File: src/rtl/clarvi_pio_pwm.sv
// Parametrised LED/button PIO for clarvi_soc: Avalon-MM slave, per-channel PWM, debounced buttons with edge IRQ.
// Optional blink engine (addresses 5/6) is built only when CLARVI_PIO_BLINK_EN is defined.
module clarvi_pio_pwm #(
    parameter int N_LED           = 8,
    parameter int N_BTN           = 1,
    parameter int PWM_BITS        = 8,
    parameter int DEBOUNCE_CYCLES = 50000,
    parameter int BTN_INVERT      = 1
) (
    input  logic              clk_clk,
    input  logic              reset_reset,
    input  logic [4:0]        avs_address,
    input  logic              avs_read,
    input  logic              avs_write,
    input  logic [31:0]       avs_writedata,
    output logic [31:0]       avs_readdata,
    output logic              avs_readdatavalid,
    output logic [N_LED-1:0]  led,
    input  logic [N_BTN-1:0]  btn,
    output logic              irq
);
    localparam int DB_W = (DEBOUNCE_CYCLES > 1) ? $clog2(DEBOUNCE_CYCLES) : 1;
    localparam logic [DB_W-1:0] DB_LAST = DB_W'(DEBOUNCE_CYCLES - 1);

    logic [N_LED-1:0]    led_out, pwm_en, led_next, wr_duty;
    logic [N_BTN-1:0]    edge_cap, irq_mask, btn_state, btn_in, sync1, sync2;
    logic [N_BTN-1:0]    db_flip, rise, w1c;
    logic [DB_W-1:0]     db_cnt [N_BTN];
    logic [PWM_BITS-1:0] duty_stage [N_LED];
    logic [PWM_BITS-1:0] duty_act [N_LED];
    logic [PWM_BITS-1:0] pwm_cnt;
    logic [31:0]         rd_data;
    logic                unused_wdata;

    assign unused_wdata = ^avs_writedata;
    assign btn_in = (BTN_INVERT != 0) ? ~btn : btn;
    assign w1c = (avs_write && avs_address == 5'd3) ? avs_writedata[N_BTN-1:0] : '0;

    always_comb begin
        wr_duty = '0;
        for (int i = 0; i < N_LED; i++)
            wr_duty[i] = avs_write && (avs_address == 5'(16 + i));
    end

    always_comb begin
        db_flip = '0;
        for (int j = 0; j < N_BTN; j++)
            db_flip[j] = (sync2[j] != btn_state[j]) && (db_cnt[j] == DB_LAST);
    end
    assign rise = db_flip & sync2;

`ifdef CLARVI_PIO_BLINK_EN
    logic [N_LED-1:0] blink_mask;
    logic [31:0]      blink_reload, blink_cnt;
    logic             blink_phase;

    always_ff @(posedge clk_clk or posedge reset_reset) begin
        if (reset_reset) begin
            blink_mask   <= '0;
            blink_reload <= '0;
            blink_cnt    <= '0;
            blink_phase  <= 1'b0;
        end else begin
            if (avs_write && avs_address == 5'd5)
                blink_mask <= avs_writedata[N_LED-1:0];
            // A reload write restarts the period from a known "off" phase
            if (avs_write && avs_address == 5'd6) begin
                blink_reload <= avs_writedata;
                blink_cnt    <= avs_writedata;
                blink_phase  <= 1'b0;
            end else if (blink_cnt == 32'd0) begin
                blink_cnt   <= blink_reload;
                blink_phase <= ~blink_phase;
            end else begin
                blink_cnt <= blink_cnt - 32'd1;
            end
        end
    end
`endif

    always_comb begin
        led_next = '0;
        for (int i = 0; i < N_LED; i++) begin
            led_next[i] = led_out[i] & (~pwm_en[i] | (pwm_cnt < duty_act[i]));
`ifdef CLARVI_PIO_BLINK_EN
            led_next[i] = led_next[i] & (~blink_mask[i] | blink_phase);
`endif
        end
    end

    always_comb begin
        rd_data = '0;
        case (avs_address)
            5'd0: rd_data[N_LED-1:0] = led_out;
            5'd1: rd_data[N_LED-1:0] = pwm_en;
            5'd2: rd_data[N_BTN-1:0] = btn_state;
            5'd3: rd_data[N_BTN-1:0] = edge_cap;
            5'd4: rd_data[N_BTN-1:0] = irq_mask;
`ifdef CLARVI_PIO_BLINK_EN
            5'd5: rd_data[N_LED-1:0] = blink_mask;
            5'd6: rd_data = blink_reload;
`endif
            default: begin
                for (int i = 0; i < N_LED; i++)
                    if (avs_address == 5'(16 + i))
                        rd_data[PWM_BITS-1:0] = duty_stage[i];
            end
        endcase
    end

    always_ff @(posedge clk_clk or posedge reset_reset) begin
        if (reset_reset) begin
            led_out           <= '0;
            pwm_en            <= '0;
            irq_mask          <= '0;
            edge_cap          <= '0;
            btn_state         <= '0;
            sync1             <= '0;
            sync2             <= '0;
            pwm_cnt           <= '0;
            led               <= '0;
            irq               <= 1'b0;
            avs_readdata      <= '0;
            avs_readdatavalid <= 1'b0;
            for (int i = 0; i < N_LED; i++) begin
                duty_stage[i] <= '0;
                duty_act[i]   <= '0;
            end
            for (int j = 0; j < N_BTN; j++)
                db_cnt[j] <= '0;
        end else begin
            if (avs_write && avs_address == 5'd0) led_out  <= avs_writedata[N_LED-1:0];
            if (avs_write && avs_address == 5'd1) pwm_en   <= avs_writedata[N_LED-1:0];
            if (avs_write && avs_address == 5'd4) irq_mask <= avs_writedata[N_BTN-1:0];

            // Active duty only changes at the period boundary, so no mid-period glitch
            pwm_cnt <= pwm_cnt + 1'b1;
            for (int i = 0; i < N_LED; i++) begin
                if (wr_duty[i]) duty_stage[i] <= avs_writedata[PWM_BITS-1:0];
                if (&pwm_cnt)   duty_act[i]   <= duty_stage[i];
            end
            led <= led_next;

            sync1 <= btn_in;
            sync2 <= sync1;
            for (int j = 0; j < N_BTN; j++) begin
                if (sync2[j] == btn_state[j]) begin
                    db_cnt[j] <= '0;
                end else if (db_flip[j]) begin
                    btn_state[j] <= sync2[j];
                    db_cnt[j]    <= '0;
                end else begin
                    db_cnt[j] <= db_cnt[j] + 1'b1;
                end
            end

            // A new press outranks a simultaneous clear
            edge_cap <= (edge_cap & ~w1c) | rise;
            irq      <= |(edge_cap & irq_mask);

            avs_readdatavalid <= avs_read;
            if (avs_read) avs_readdata <= rd_data;
        end
    end
endmodule

File: config.mk
export PLATFORM = sky130hd
export DESIGN_NAME = clarvi_pio_pwm
export DESIGN_NICKNAME = d
export VERILOG_FILES = /design/src/rtl/clarvi_pio_pwm.sv
export SDC_FILE = /design/constraint.sdc
export NUM_CORES = 1
export LEC_CHECK = 0
export BUFFER_PORTS_ARGS = -buffer_cell sky130_fd_sc_hd__buf_2
export CORE_ASPECT_RATIO = 0.6
export CORE_MARGIN = 2
export CORE_UTILIZATION = 60
export DETAILED_ROUTE_END_ITERATION = 16
export PLACE_DENSITY = 0.8
export SLEW_MARGIN = 5
export SYNTH_ARGS = -nofsm -noshare
export SYNTH_HDL_FRONTEND = slang
export SYNTH_SLANG_ARGS = --single-unit
File: constraint.sdc
create_clock -name clk_clk -period 6.93 [get_ports clk_clk]
set_input_delay 0.3465 -clock clk_clk [delete_from_list [all_inputs] [get_ports clk_clk]]
set_output_delay 0.3465 -clock clk_clk [all_outputs]
set_load 0.005 [all_outputs]
[After elaboration in Yosys (flattened, before gate mapping)]
Index checks and enable logic that the tools add are counted.
Storage, ports and cells
  word-level logic and storage cells: 115
  flip-flop bits (word level): 191
Cells by class
  order comparisons: 8
  reductions and logical operators: 17
  mux-type cells: 13
  eq/ne operators: 15
  $add $sub $neg: 2
  bitwise operators: 31
Operator list (number)
  8-bit less-than comparator: 8
  8-bit 2-to-1 mux: 8
  5-bit == test, second input constant: 8
  16-bit 2-to-1 mux: 2
  7-bit case mux with 3 select lines: 1
  16-bit by 1-bit adder with 16-bit output, second input constant: 1
  16-bit == test, second input constant: 1
  1-bit logical AND: 13
  1-bit bitwise AND: 11
  1-bit inverter: 11
  5-bit by 2-bit == test with 1-bit output, second input constant: 2
  1-bit bitwise OR: 9
  8-bit by 1-bit adder with 8-bit output, second input constant: 1
  8-bit AND reduction: 1
  5-bit by 1-bit == test with 1-bit output, second input constant: 1
  5-bit by 3-bit == test with 1-bit output, second input constant: 1
  5-bit zero test: 1
  1-bit case mux with 5 select lines: 1
  3-bit OR reduction: 1
  2-bit AND reduction: 1
  1-bit == test: 1
  1-bit 2-to-1 mux: 1
  1-bit != test: 1

[Logic depth before layout (Yosys ltp)]
  depth after elaboration: 10
  mapped depth: 7
  depth with buffers taken out: 6

[Least setup slack after synthesis]
OpenSTA, ideal clock, no wires.
  path type: register -> register
  from: reg pwm_cnt[3]
  to: reg duty_act[10] (netlist bit)
  data arrival time: 1.623 ns
  setup slack: 5.182 ns
  required time: 6.805 ns
  stages on the path, launching flop included: 7
  cell sequence: dfrtp_1 and3_1 and3_1 nand3_1 buf_6 buf_6 mux2_4
On the way
  cells in the longest elaborated chain, start to end: 1
RTL lines
  start, declared: RTL line 31  | logic [PWM_BITS-1:0] pwm_cnt;
  start signal, assigned: RTL line 137  | pwm_cnt <= pwm_cnt + 1'b1;
  8-bit AND reduction: RTL line 140  | if (&pwm_cnt) duty_act[i] <= duty_stage[i];
  end signal, assigned by index: RTL line 140
  end, declared: RTL line 30  | logic [PWM_BITS-1:0] duty_act [N_LED];
Every way passes these cells.
A chain may end at the register's enable or synchronous reset.

[Final worst setup path]
  from: reg pwm_cnt[3]
  to: reg duty_act[44] (netlist bit)
The elaborated chain is that of the path after synthesis.

==> flow_metrics.env <==
export IMPL_dr_pass1_iters=5
export IMPL_synth_flop_cell="dfrtp_1"
export IMPL_drv_cap=0
export IMPL_p_leak_nw=5.05
export IMPL_worstHoldStart="btn"
export IMPL_path_clk_slew_ns=0.07
export IMPL_slew_violations=0
export IMPL_clock_skew_ns=0.0143
export IMPL_regToRegSetupSlack_ns=4.00
export IMPL_post_drt_wl_per_cell_um=22.0
export IMPL_r2r_start="pwm_cnt[3]"
export IMPL_gp_routability_congestion=0.886
export IMPL_grt_use_met1_pct=44.1
export IMPL_root_buffer="clkbuf_16"
export IMPL_yosysTopAreaCellShare_pct=48.5
export IMPL_pre_cts_ws_ns=4.07
export IMPL_start_kind="flip-flop"
export IMPL_overflow=0
export IMPL_cp_max_fo=38
export IMPL_ys_seq_elements=191
export IMPL_power_mw=2.57
export IMPL_post_dp_cell_area_sq_mm=0.0100
export IMPL_yosysMostFrequentCell="dfrtp_1"
export IMPL_drt_iter0_drc=622
export IMPL_r2r_end="duty_act[44]"
export IMPL_nNetsFinal=930
export IMPL_synth_cell_types=52
export IMPL_holdBufCountCts=0
export IMPL_cts_resized_gates=0
export IMPL_yosysTopAreaCell="dfrtp_1"
export IMPL_die_height_um=103
export IMPL_vias=6267
export IMPL_drc=0
export IMPL_die_w_um=169
export IMPL_synth_common_cells="191 x dfrtp_1, 105 x mux2_2, 62 x inv_1"
export IMPL_clk_path_buf_depth=2
export IMPL_async_reset_ff_share_pct=100
export IMPL_grt_antenna_before_repair=0
export IMPL_hold_depth=2
export IMPL_grt_pass1_wl_um=36000
export IMPL_vias_per_cell=5.96
export IMPL_gr_usage_all_layers_pct=28.2
export IMPL_core_area_sq_mm=0.0162
export IMPL_grt_pass1_vias=6153
export IMPL_post_cts_setup_buffers=0
export IMPL_area_growth_pct=7.78
export IMPL_p_per_area_mw_per_mm2=242
export IMPL_rows=36
export IMPL_ir_worst_vdd_mv=0.175
export IMPL_synthTopCellsByArea="dfrtp_1 49%, mux2_2 12%, ha_1 7.4%, mux2_4 5.6%, inv_1 2.4%"
export IMPL_setup_viol=0
export IMPL_synth_edf_count=0
export IMPL_drive_gt1_share_pct=26.7
export IMPL_rsz0062_at_grt="no"
export IMPL_cts_htree_levels=4
export IMPL_final_area_sq_mm=0.0106
export IMPL_wl_um=23100
export IMPL_cts_buffers=17
export IMPL_worstPathRequired_ns=7.25
export IMPL_status="finished clean"
export IMPL_synth_cells=806
export IMPL_holdCritPathClass="in -> reg"
export IMPL_io_pins=84
export IMPL_grt_max_degree=126
export IMPL_io_buffers=35
export IMPL_gr_max_usage_layer="met1"
export IMPL_synth_area_sq_mm=0.00985
export IMPL_crit_arrival_ns=3.25
export IMPL_slew_headroom_pct=39.7
export IMPL_hpwl_um=15400
export IMPL_final_setup_worst_slack_ns=4.00
export IMPL_min_to="sync1"
export IMPL_finalHoldViolCount=0
export IMPL_fmax_mhz=341
export IMPL_yosysSeqAreaShare_pct=48.5
export IMPL_drtAntennaViolNets=0
export IMPL_max_slew_worst_pin_slew_ns=0.902
export IMPL_synth_area_per_cell_sq_um=12.2
export IMPL_end_kind="flip-flop"
export IMPL_initial_core_util_pct=60.9
export IMPL_cts_tree="built"
export IMPL_met3_usage_pct=7.31
export IMPL_fin_crit_ns=2.93
export IMPL_critPathKind="reg -> reg"
export IMPL_antenna_cells=0
export IMPL_cts_sinks=191
export IMPL_r2r_cells=5
export IMPL_tns_ns=0
export IMPL_dieArea_sq_mm=0.0175
export IMPL_final_period_utilization_pct=42.3
export IMPL_clk_latency_ns=0.44
export IMPL_met2_usage_pct=38.7
export IMPL_ys_warn_count=0
## cells in the final DEF, fill, tap and decap left out, types with 3 or more instances in the layout
cell type and n:
dfrtp_1 191, mux2_2 105, inv_1 61, ha_1 58, nand2_1 44, mux2_4 37
buf_2 35, nor2_1 34, conb_1 24, mux2i_1 23, o21ai_0 19, a21o_1 17
clkbuf_16 17, a21oi_1 16, nand2b_1 14, a211oi_1 13, nand3_1 12, xor2_1 12
xnor2_1 9, o21a_1 8, nor4b_1 8, a211o_1 8, nand4_1 7, nor2b_1 6
mux2_1 5, mux4_2 5, clkinvlp_4 4, nor3_1 3, o221ai_1 3, o22ai_1 3
and3_1 3, clkinv_4 3, buf_4 3
## critical path, cell delays in order (launching register included)
cell     delay, ns
dfrtp_1       0.66
and3_1        0.36
and3_1        0.23
nand3_4       0.42
buf_4         0.68
mux2_2        0.42
## kinds of logic after synthesis
kind of cell | share of synthesized area, %
compound gates | 6.58
xor+xnor | 1.87
fa+ha+maj | 7.37
buf+inv | 6.12
flops | 48.5
mux | 21.7
other cells | 0.0381
simple gates | 7.83
## layer usage
layer	up-vias	share of wire, %	routed length (um)
li1	2827	-	-
met1	3146	49	11400
met2	261	41	9430
met3	31	8.4	1930
met4	2	1.2	280
met5	-	0.29	68
## how the worst max path moves through the flow
stage	from	to	slack, ns
global route	pwm_cnt[3]	duty_act[44]	3.91
detailed placement	pwm_cnt[3]	duty_act[44]	4.07
finish	pwm_cnt[3]	duty_act[44]	4.00
global placement	pwm_cnt[3]	duty_act[34]	4.11
floorplan	reset_reset	avs_readdata[0]	1.38
CTS	pwm_cnt[3]	duty_act[44]	4.04
## area by class of cell
class | count | area, sq um
Timing Repair Buffer | 38 | 198
Multi-Input combinational cell | 520 | 4570
Tap cell | 209 | 262
Inverter | 62 | 240
Sequential cell | 191 | 4780
Clock inverter | 12 | 139
Clock buffer | 19 | 433
Fill cell | 1214 | 5550
## flip-flops by register name, indices dropped and copies added, names as in the netlist, 8 cells and up
name and cells:
duty_act 64, duty_stage 64, db_cnt 16, avs_readdata 8
led 8, led_out 8, pwm_cnt 8, pwm_en 8
## per-stage QoR
stage	hold slack, ns	util (%)	cells
5_1_grt	0.0312	65.7	1051
6_report	0.0509	65.7	1051
3_3_place_gp	0.356	62.1	1020
2_1_floorplan	0.331	-	829
3_5_place_dp	0.357	62.1	1020
4_1_cts	0.0406	65.7	1051
## where the power goes
part / switching [mW] / internal (mW)
Combinational: 0.135 / 0.133
Sequential: 0.102 / 1.22
Clock: 0.442 / 0.533
Total: 0.679 / 1.89
Power figures use the tool's default switching activity.
